### src/rtl/multisim_server_apb_bridge.sv
// multisim_server_apb_bridge
// Server-side APB subordinate bridge. Each APB transfer from the local manager
// is captured in SETUP, pushed onto the request channel, and held in ACCESS
// until the matching response arrives on the response channel. That response
// then completes the transfer with a single-cycle pready.
//
// Ports
//   clk, rst           clock, synchronous active-high reset
//   i_apb_s_*          APB subordinate side (payload, psel, penable)
//   o_apb_s_*          APB response payload and pready
//   o_req_* / i_req_*  request channel (valid/ready push)
//   i_resp_* / o_resp_* response channel (valid/ready pull)
//   o_busy             transfer in flight
//   o_protocol_err     sticky APB protocol violation
//   o_txn_count        completed transfers, wraps modulo 2^32
//
// The payload type defaults only give the block standalone widths. Every real
// instance overrides them with the link's apb_req_t / apb_resp_t.
module multisim_server_apb_bridge #(
  parameter type apb_req_t  = logic [68:0],
  parameter type apb_resp_t = logic [32:0]
) (
  input  logic      clk,
  input  logic      rst,
  input  apb_req_t  i_apb_s_req,
  input  logic      i_apb_s_psel,
  input  logic      i_apb_s_penable,
  output apb_resp_t o_apb_s_resp,
  output logic      o_apb_s_pready,
  output logic      o_req_vld,
  input  logic      i_req_rdy,
  output apb_req_t  o_req_data,
  input  logic      i_resp_vld,
  output logic      o_resp_rdy,
  input  apb_resp_t i_resp_data,
  output logic      o_busy,
  output logic      o_protocol_err,
  output logic [31:0] o_txn_count
);

  localparam int unsigned CNT_W = 32;

  typedef enum logic [1:0] {
    S_IDLE = 2'd0,
    S_REQ  = 2'd1,
    S_WAIT = 2'd2,
    S_DONE = 2'd3
  } state_e;

  state_e             state_q, state_d;
  apb_req_t           req_q, req_d;
  apb_resp_t          resp_q, resp_d;
  logic               req_vld_q, req_vld_d;
  logic               resp_rdy_q, resp_rdy_d;
  logic               pready_q, pready_d;
  logic               busy_q, busy_d;
  logic               err_q, err_d;
  logic [CNT_W-1:0]   txn_count_q, txn_count_d;
  logic               apb_access;

  assign apb_access = i_apb_s_psel & i_apb_s_penable;

  // Next-state, capture and output decode
  always_comb begin
    state_d     = state_q;
    req_d       = req_q;
    resp_d      = resp_q;
    err_d       = err_q;
    txn_count_d = txn_count_q;

    case (state_q)
      S_IDLE: begin
        if (i_apb_s_psel && !i_apb_s_penable) begin
          req_d   = i_apb_s_req;
          state_d = S_REQ;
        end else if (apb_access) begin
          // ACCESS with no preceding SETUP: flag it, never start a channel request
          err_d = 1'b1;
        end
      end
      S_REQ: begin
        if (i_req_rdy) begin
          state_d = S_WAIT;
        end
      end
      S_WAIT: begin
        if (i_resp_vld) begin
          resp_d      = i_resp_data;
          txn_count_d = txn_count_q + CNT_W'(1);
          state_d     = S_DONE;
        end
      end
      S_DONE: begin
        state_d = S_IDLE;
      end
      default: begin
        state_d = S_IDLE;
      end
    endcase

    // Manager must hold ACCESS for the whole transfer; the channel side cannot
    // be retracted, so the FSM keeps running and only the flag records it.
    if (state_q != S_IDLE && !apb_access) begin
      err_d = 1'b1;
    end

    req_vld_d  = (state_d == S_REQ);
    resp_rdy_d = (state_d == S_WAIT);
    pready_d   = (state_d == S_DONE);
    busy_d     = (state_d != S_IDLE);
  end

  // State and output registers
  always_ff @(posedge clk) begin
    if (rst) begin
      state_q     <= S_IDLE;
      req_q       <= apb_req_t'(0);
      resp_q      <= apb_resp_t'(0);
      req_vld_q   <= 1'b0;
      resp_rdy_q  <= 1'b0;
      pready_q    <= 1'b0;
      busy_q      <= 1'b0;
      err_q       <= 1'b0;
      txn_count_q <= '0;
    end else begin
      state_q     <= state_d;
      req_q       <= req_d;
      resp_q      <= resp_d;
      req_vld_q   <= req_vld_d;
      resp_rdy_q  <= resp_rdy_d;
      pready_q    <= pready_d;
      busy_q      <= busy_d;
      err_q       <= err_d;
      txn_count_q <= txn_count_d;
    end
  end

  assign o_req_data     = req_q;
  assign o_apb_s_resp   = resp_q;
  assign o_req_vld      = req_vld_q;
  assign o_resp_rdy     = resp_rdy_q;
  assign o_apb_s_pready = pready_q;
  assign o_busy         = busy_q;
  assign o_protocol_err = err_q;
  assign o_txn_count    = txn_count_q;

endmodule

### config.mk
export PLATFORM = sky130hd
export DESIGN_NAME = multisim_server_apb_bridge
export DESIGN_NICKNAME = d
export VERILOG_FILES = /design/src/rtl/multisim_server_apb_bridge.sv
export SDC_FILE = /design/constraint.sdc
export NUM_CORES = 1
export LEC_CHECK = 0
export CAP_MARGIN = 15
export CORE_MARGIN = 5
export CORE_UTILIZATION = 40
export CTS_CLUSTER_SIZE = 20
export DETAILED_ROUTE_END_ITERATION = 7
export PLACE_DENSITY = 0.82
export SKIP_LAST_GASP = 1
export SYNTH_ARGS = -nofsm -noshare
export SYNTH_HDL_FRONTEND = slang
export SYNTH_SLANG_ARGS = --single-unit
### constraint.sdc
create_clock -name clk -period 2.55 [get_ports clk]
set_input_delay 0.51 -clock clk [delete_from_list [all_inputs] [get_ports clk]]
set_output_delay 0.51 -clock clk [all_outputs]
set_load 0.01 [all_outputs]
==> out/results.tsv <==
stage	metric	value	unit
drt	M1 WL	6340	um
clocking	# Post-CTS Setup Buffers	0	
global_route	first-pass GRT wire length	24900	um
power	Pleak	2.91	nW
drt	Routed met3 length	1490	um
yosys	register bit total from synthesis	141	
finish	Nets	989	
setup_path	Crit path max-delay family	simple AND/OR/NAND/NOR gates	
global_route	initial antenna violation count	0	
sta	fin. max-slew vios	0	
drt	DRT iter0 DRCs	388	
setup_path	Setup crit end kind	flop	
min_path	min-delay worst type	flop to flop	
finish	FF+latch area	2820	um^2
finish	post-route cell area	8470	um^2
clocking	Root Driver	clkbuf_16	
finish	Multi-input gate area	2220	um^2
setup_path	Slowest cell on crit path	or4_4	
yosys	Cell Area, Synth	5230	um^2
yosys	ys async rst share	0	%
clocking	TritonCTS Sinks	141	
setup_path	CP Depth	5	
floorplan	core area	12700	um^2
floorplan	# rows	41	
drt	Pre-antenna DRT Iters	4	
clocking	Resize count post-CTS	0	
sta	Max-slew headroom	75.1	%
drt	DRC viols	0	
setup_path	WP buf/inv	1	
drt	DRT Wirelength	15800	um
clocking	Worst-path clk slew	60	ps
placement	PortBufs	246	
yosys	post-synthesis sequential area ratio	53.9	%
floorplan	Die X	124	um
floorplan	Initial Utilization	41.1	%
min_path	worst hold stages	2	
setup_path	Reg2Reg Capture Point	o_txn_count[20]	
placement	routability cong.	0.809	
drt	max layer used	met4	
sta	Period Utilization, post-route	85.1	%
setup_path	R2R Path Start	o_txn_count[0]	
clocking	H-tree depth	4	
setup_path	CP Cell Sequence	clkdlybuf4s50_1, nand4b_4, or4_4, nor4_1, mux2_2	
min_path	worst hold start	o_req_data[47]	
sta	Final setup viols	0	
power	Power Dens Cells	628	nW/um^2
sta	unrepaired setup endpoints after global routing	no	
clocking	CTS buffer count	17	
sta	fin crit period	2170	ps
floorplan	die area	15500	um^2
clocking	TritonCTS clock tree	built	
yosys	Syn Inst Count	644	
clocking	Clock Latency Late Sink	410	ps
drt	via count	5224	
finish	share of layout cells above drive strength 1	5.61	%
setup_path	Critical Path RT	2850	ps
finish	Antenna Cells	0	
setup_path	Largest stage delay, worst path	640	ps
finish	filler cell count	1079	
global_route	Overflow after GRT	0	
global_route	largest net degree at the start of global routing	70	
sta	setup TNS	0	ps
job	maxcap violations	0	
finish	Area Overhead vs Synth	62.0	%
global_route	Total GRT Usage	19.7	%
sta	Hold Vio Cnt, Final	0	
clocking	Max clock buf depth	2	
sta	Worst-Margin Slew	373	ps
yosys	yosys synthesis warning count	0	
sta	Clock Skew	7.65	ps
drt	Routed Antenna Nets	0	
placement	post-DP HPWL	11000	um
power	VDD IR-drop max	0.000491	V
setup_path	WP data arrival	2470	ps
yosys	Yosys cell types	37	
yosys	Avg Cell Area, Syn	8.13	um^2
min_path	sink of the worst hold path	o_req_data[47]	
placement	Placed Instance Area	7880	um^2
setup_path	R2R setup slack	400	ps
floorplan	Die Y	124	um
drt	met2 routed WL	7610	um
clocking	Hold-fix buffers, CTS	0	
sta	Max Clk Rate	0.461	GHz
run_status	status	finished, final reports clean	
yosys	Top FF cell, synth	dfxtp_1	
yosys	EDFF count, synth	0	
drt	Wirelength per Cell	14.8	um
yosys	Post-Syn Nets	753	
floorplan	Top Ports	247	
global_route	vias in the first global route	4914	
setup_path	R2R cell count	5	
setup_path	critical path type	primary input to flop	
drt	routed vias/inst	4.91	
setup_path	CP max FO	12	
setup_path	Worst setup SP type	primary input	
==> synth_stat cells, types with 2 or more instances <==
cell,n,area [um^2]
or3_1,10,62.6
nor2_1,17,63.8
xnor2_1,6,52.6
o21ai_0,10,50.1
xor2_1,5,43.8
nand3b_1,3,22.5
nand2_1,217,815
o31ai_1,9,67.6
or4_4,2,22.5
and3_1,3,18.8
nand3_1,9,45.0
buf_6,3,33.8
clkbuf_1,33,124
dfxtp_1,141,2820
nand4_1,11,68.8
a21oi_1,124,621
nor3_1,3,15.0
or4_1,10,75.1
buf_2,2,10.0
inv_1,3,11.3
buf_1,4,15.0
and4_1,4,35.0
==> sequential cells by signal (all words and copies together) (netlist names), 2 cells and up <==
register	flops
state_q	2
o_apb_s_resp	33
o_req_data	69
o_txn_count	32
==> layout by cell type, fill, tap and decap left out, types with 2 or more instances in the layout <==
cell | Yosys | layout
or4_1 | 10 | 10
xnor2_1 | 6 | 6
inv_1 | 3 | 3
nand2_1 | 217 | 217
o21ai_0 | 10 | 10
and3_1 | 3 | 3
bufinv_16 | 0 | 2
o31ai_1 | 9 | 9
clkbuf_1 | 33 | 2
clkbuf_8 | 0 | 6
xor2_1 | 5 | 5
and4_1 | 4 | 4
buf_12 | 0 | 4
clkinvlp_4 | 0 | 2
nand4_1 | 11 | 11
nand3b_1 | 3 | 3
clkdlybuf4s50_1 | 0 | 245
or4_4 | 2 | 2
nand3_1 | 9 | 9
nor2_1 | 17 | 17
or3_1 | 10 | 10
clkbuf_16 | 0 | 17
dfxtp_1 | 141 | 141
a21oi_1 | 124 | 124
nor3_1 | 3 | 3
buf_4 | 0 | 10
==> worst register-to-register path: stages (launching register included) <==
cell and delay (ps):
dfxtp_1 430, ha_1 200, nand2_1 110, or4_4 660, or4_1 540, a21oi_1 150
==> power by group <==
group	total, mW	internal, mW	switching (mW)
Combinational	0.556	0.322	0.234
Clock	2.45	1.58	0.869
Sequential	2.31	2.28	0.0379
Total	5.32	4.18	1.14
==> logic make-up (layout without fill, tap and decap cells) <==
logic type,count (synthesis),after routing,share of synthesized area [%]
AO/OA/AOI/OAI,146,146,14.5
XOR/XNOR,11,11,1.84
adder cells (fa/ha/maj),1,1,0.239
buffers and inverters,45,292,3.71
flip-flops,141,141,53.9
multiplexers,1,1,0.215
AND/OR/NAND/NOR,299,299,25.5
==> per-stage QoR <==
step / power [mW] / instances / util [%] / setup WS, ps / hold slack, ps
3_5_place_dp: 2.92 / 1033 / 61.9 / -50.6 / 446
6_report: 5.32 / 1063 / 66.6 / 381 / 451
5_1_grt: 5.53 / 1063 / 66.6 / 229 / 465
2_1_floorplan: 2.56 / 644 / - / 464 / 481
4_1_cts: 5.39 / 1063 / 66.6 / 398 / 453
3_3_place_gp: 2.91 / 1033 / 61.9 / -24.0 / 441
==> worst max-delay path by stage <==
stage,start,end,slack [ps]
2_1_floorplan,o_txn_count[0],o_txn_count[22],460
3_3_place_gp,i_resp_vld,o_txn_count[31],-20
3_5_place_dp,i_resp_vld,o_txn_count[31],-50
4_1_cts,i_resp_vld,o_txn_count[31],400
5_1_grt,o_txn_count[0],o_txn_count[20],230
6_report,i_resp_vld,o_txn_count[31],380
==> layer usage <==
metal	GRT usage, %	vias to the layer above
met5	0	-
li1	-	2641
met2	32.9	193
met4	8.12	0
met1	21.5	2366
met3	9.18	24
==> final cells by class <==
cell class / instances / area share [%]
sequential: 141 / 33.3
clock inverter: 5 / 0.945
inverter: 3 / 0.133
tap: 172 / 2.54
timing repair buffer: 259 / 30.8
multi-input combinational: 458 / 26.2
clock buffer: 25 / 6.08
(Power assumes the default switching activity.)
==> RTL change 1 (same settings) <==
Make the reset (`rst`) asynchronous in one clocked block. Comments in the files are not updated.
--- a/src/rtl/multisim_server_apb_bridge.sv
+++ b/src/rtl/multisim_server_apb_bridge.sv
@@ -113,3 +113,3 @@
   // State and output registers
-  always_ff @(posedge clk) begin
+  always_ff @(posedge clk or posedge rst) begin
     if (rst) begin
Formal check against the unedited RTL: differs if rst is asserted again (counterexample within 4 cycles, from zero or initial values and one cycle with rst high); with rst held inactive, the same outputs for 10 cycles.
==> RTL change 1 against the original RTL <==
Hold slack improved by 18 ps; worst setup slack improved by 190 ps; count of clock-buffer cells in the layout fell by 2; design area grew 4.0%; critical path type is now reg2out; routed wire length shrank 5.0%; synthesized area up 5.0%; synthesized cell count down 33%; sequential cell count did not move; first-iteration DRC count is 61% lower; highest routed layer unchanged.
Power is not compared: it rests on default switching activity, and its combinational part moved more than twofold at a synthesized area within 25%.
==> RTL change 1: results (changes against the original RTL) <==
| Metric | Value |
|---|---|
| Status | finished clean |
| RePlAce Congestion | 0.808 (-0.20%) |
| Vias in the first global route | 4745 (-3.4%) |
| Multiplexer area fraction after synthesis | 0.141 (+0.139) |
| Synth cell types | 27 (-27%) |
| P_leak | 3.88 nW |
| Syn_nets | 538 (-29%) |
| Sequential cell area fraction in the yosys report | 0.642 (+0.103) |
| Synth top area cells | dfrtp_1 64%, mux2_2 13%, nand2_1 7.6% |
| Vias per inst | 4.82 (-1.9%) |
| Routed len/inst | 17.2 um (+16%) |
| Pin count of the biggest net entering global routing | 74 (+5.7%) |
| Compound-cell area share of the yosys netlist | 0.00273 (-0.143) |
| Commonest cells post-synth | 141 x dfrtp_1, 111 x nand2_1, 63 x mux2_2 |
| Fillers | 991 (-8.2%) |
| Pre-CTS setup slack | 281 ps (+331 ps) |
| Crit path DAT | 1460 ps (-1010 ps) |
| Post-Synth Adder-Cell Area | 0.00228 (-0.000114) |
| First-pass GRT wire length | 24500 um (-1.3%) |
| Synth async-reset ratio | 1.00 (+1.00) |
| Worst-Margin Slew | 545 ps (+172 ps) |
| Final Skew | 7.30 ps (-0.352 ps) |
| Max incr delay on CP | 620 ps (-20 ps) |
| Placed cell count | 841 (-19%) |
| Syn Inst Count | 429 (-33%) |
| Fraction of layout cells with a size suffix above 1 | 0.155 (+0.0988) |
| Dpl hpwl | 11300 um (+2.1%) |
| First DRT Iteration DRCs | 151 (-61%) |
| Critical path fanouts, max | 6 (-6) |
| Slowest-stage cell, CP | clkdlybuf4s50_1 |
| # nets final | 793 (-20%) |
| Post-synthesis xor/xnor area fraction | 0.0510 (+0.0326) |
| Non-filler cells, final | 873 (-18%) |
| Critical path's top delay family | buffers and inverters |
| Overall routing resource usage | 0.191 (-0.00586) |
RTL change 1: changes by cell type after synthesis, moves of 21 or more:
cell / unedited run / this run
dfxtp_1: 141 / 0
xnor2_1: 6 / 27
mux2_2: 1 / 63
dfrtp_1: 0 / 141
a21oi_1: 124 / 0
clkbuf_1: 33 / 4
nand2_1: 217 / 111
RTL change 1: path summary, 6_finish.rpt:
| path | depth (start not counted) | endpoint | slack [ps] | start |
|---|---|---|---|---|
| max reg2reg | 4 | o_txn_count[29] | 780 | o_txn_count[4] |
| min in group asynchronous | 3 | o_req_data[54] | 580 | rst |
| max | 1 | o_txn_count[7] | 580 | o_txn_count[7] |
| min reg2reg | 1 | o_txn_count[31] | 470 | o_txn_count[31] |
| min | 1 | o_txn_count[31] | 470 | o_txn_count[31] |
| max in group asynchronous | 3 | o_req_data[33] | 1660 | rst |
RTL change 1: cell type report:
cell class,count,share of cell area
sequential,141,0.400
timing repair buffer,253,0.290
multi-input combinational,268,0.214
clock buffer,23,0.0565
tap,176,0.0250
clock inverter,9,0.0124
inverter,3,0.00170
RTL change 1: kinds of logic after synthesis:
| group | count (synthesis) |
|---|---|
| mux | 69 |
| simple gates | 164 |
| compound gates | 2 |
| flops | 141 |
| fa+ha+maj | 1 |
| buf+inv | 20 |
| xor+xnor | 32 |
RTL change 1: worst reg2reg max path, stage by stage, from the launching register on:
cell and delay [ps]:
dfrtp_1 450, nand4_1 270, nor4_4 550, nand4b_1 200, xnor2_1 170
RTL change 1: through the flow:
stage	hold WS, ps	util	total power, mW	area [um2]
after floorplan	504	-	5.01	5500
after global placement	458	0.615	7.13	8210
after detailed placement	462	0.615	7.28	8210
after CTS	474	0.660	9.80	8810
after global routing	504	0.660	10.2	8810
final	469	0.660	9.66	8810
RTL change 1: routing by layer:
metal	global-route usage	vias up	share of wire	routed length, um
li1	-	1941	-	-
met1	0.204	2056	0.36	5370
met2	0.341	187	0.52	7860
met3	0.0747	26	0.094	1410
met4	0.0700	0	0.022	337
met5	0	-	0	0
RTL change 1: report_power, final:
group	switching (mW)	total (mW)	internal (mW)
logic	1.42	3.62	2.20
registers	0.489	3.59	3.10
clock network	0.885	2.45	1.57
total	2.79	9.66	6.87
==> RTL change 2 (same flow settings) <==
Without the edit above. The 4 states of `state_e` get a one-hot encoding in 4 bits.
--- a/src/rtl/multisim_server_apb_bridge.sv
+++ b/src/rtl/multisim_server_apb_bridge.sv
@@ -42,7 +42,7 @@
 
-  typedef enum logic [1:0] {
-    S_IDLE = 2'd0,
-    S_REQ  = 2'd1,
-    S_WAIT = 2'd2,
-    S_DONE = 2'd3
+  typedef enum logic [3:0] {
+    S_IDLE = 4'b0001,
+    S_REQ  = 4'b0010,
+    S_WAIT = 4'b0100,
+    S_DONE = 4'b1000
   } state_e;
Formal check against the unedited RTL: same outputs for any inputs over 10 cycles, from zero or initial values and one cycle with rst high; not proved beyond that.
==> RTL change 2 against the original RTL <==
Design area rose by 1.9%; routed wire length increased by 3.8%; clock power up 2%; sequential cell count up 2; power decreased by 0.56%; maximum frequency increased by 6.8%; worst setup slack gained 140 ps; synthesized area grew 3.5%; critical path depth is 1 lower; critical path type is now reg2reg; largest cell class unchanged; largest power group unchanged; highest routed layer unchanged.
==> RTL change 2: results (changes against the original RTL) <==
| Metric | Value |
|---|---|
| Dpl hpwl | 11400 um (+3.5%) |
| Worst-skew pair later-pin latency | 420 ps |
| Worst-Margin Slew | 653 ps (+279 ps) |
| Clk pin slew, worst setup/hold paths | 60 ps (about the same) |
| CTS root buf | clkbuf_16 |
| Routed len/inst | 15.0 um (+1.3%) |
| Final Skew | 8.14 ps (+0.490 ps) |
| Overall routing resource usage | 0.196 (-0.000790) |
| Commonest cells post-synth | 217 x nand2_1, 143 x dfxtp_1, 120 x a21oi_1 |
| Synth cell types | 37 (unchanged) |
| Status | finished clean |
| Vias per inst | 4.96 (+0.92%) |
| Main synth FF type | dfxtp_1 |
| Crit path DAT | 2330 ps (-140 ps) |
| Vias in the first global route | 5111 (+4.0%) |
| HP Class | reg2reg |
| First-pass GRT wire length | 25300 um (+1.7%) |
| Synth top area cells | dfxtp_1 53%, nand2_1 15%, a21oi_1 11% |
| Sequential cell area fraction in the yosys report | 0.529 (-0.0109) |
| Max incr delay on CP | 580 ps (-60 ps) |
| Fillers | 1147 (+6.3%) |
| Syn_nets | 778 (+3.3%) |
| Critical path's top delay family | simple AND/OR/NAND/NOR gates |
| Fraction of layout cells with a size suffix above 1 | 0.0668 (+0.0107) |
| H-tree depth | 4 (unchanged) |
| Peak supply drop | 0.000467 V (-4.9%) |
| First DRT Iteration DRCs | 330 (-15%) |
| Port bufs | 246 (unchanged) |
| Critical path fanouts, max | 10 (-2) |
| RePlAce Congestion | 0.794 (-1.9%) |
| P_leak | 2.99 nW (+2.7%) |
| DP Area | 8040 um2 (+2.0%) |
| # nets final | 1009 (+2.0%) |
[RTL change 2: cell types whose count changed after synthesis, sizes merged, moves of 4 or more]
cell,before,now
inv,3,8
a21oi,124,120
nand3,9,13
nor2,17,25
nor2b,1,9
mux2,1,8
nor4,1,12
or3,10,5
o21ai,10,4
[RTL change 2: final timing paths]
| check | slack, ps | endpoint | startpoint | depth (start not counted) |
|---|---|---|---|---|
| worst max-delay path | 520 | o_txn_count[31] | o_txn_count[14] | 4 |
| worst max register to register | 520 | o_txn_count[31] | o_txn_count[14] | 4 |
| worst min-delay path | 450 | o_protocol_err | o_protocol_err | 2 |
| worst min register to register | 450 | o_protocol_err | o_protocol_err | 2 |
[RTL change 2: per-stage QoR]
step,power [mW],instances,hold WS (ps),setup slack [ps]
finish,5.29,1089,446,519
detailed placement,2.86,1057,442,188
floorplan,2.53,669,470,600
global route,5.47,1089,468,424
global placement,2.85,1057,437,203
CTS,5.35,1089,452,503
[RTL change 2: power by group]
group / internal (mW) / switching [mW] / leakage (nW) / total (mW)
logic: 0.285 / 0.202 / 1.55 / 0.487
clock network: 1.53 / 0.958 / 0.281 / 2.49
registers: 2.29 / 0.0283 / 1.16 / 2.32
[RTL change 2: layer usage]
metal / vias up / track usage / routed length (um)
li1: 2700 / - / -
met1: 2469 / 0.211 / 6350
met2: 195 / 0.337 / 8130
met3: 37 / 0.0828 / 1380
met4: 0 / 0.0839 / 522
met5: - / 0 / 0
[RTL change 2: area by class of cell]
| cell class | count | area [um2] | share of cell area |
|---|---|---|---|
| flip-flops and latches | 143 | 2860 | 0.331 |
| repair buffers | 257 | 2580 | 0.299 |
| multi-input cells | 473 | 2350 | 0.272 |
| clock buffers | 17 | 425 | 0.0493 |
| well taps | 176 | 220 | 0.0255 |
| clock inverters | 15 | 170 | 0.0197 |
| inverters | 8 | 30.0 | 0.00348 |
[RTL change 2: logic make-up (layout without fill, tap and decap cells)]
kind of cell,Yosys count,in the layout,synth area share
muxes,8,8,0.0166
and+or+nand+nor,318,318,0.265
buffers and inverters,53,297,0.0395
DFF,143,143,0.529
adders and majority gates,1,1,0.00231
AOI/OAI and AO/OA,135,135,0.130
xor gates and xnor gates,11,11,0.0178
[RTL change 2: tightest hold or removal path, delay by kind of cell (launching register included)]
family / cells / cell delay (ps)
buf+inv: 1 / 50
flops: 1 / 310
compound gates: 1 / 50
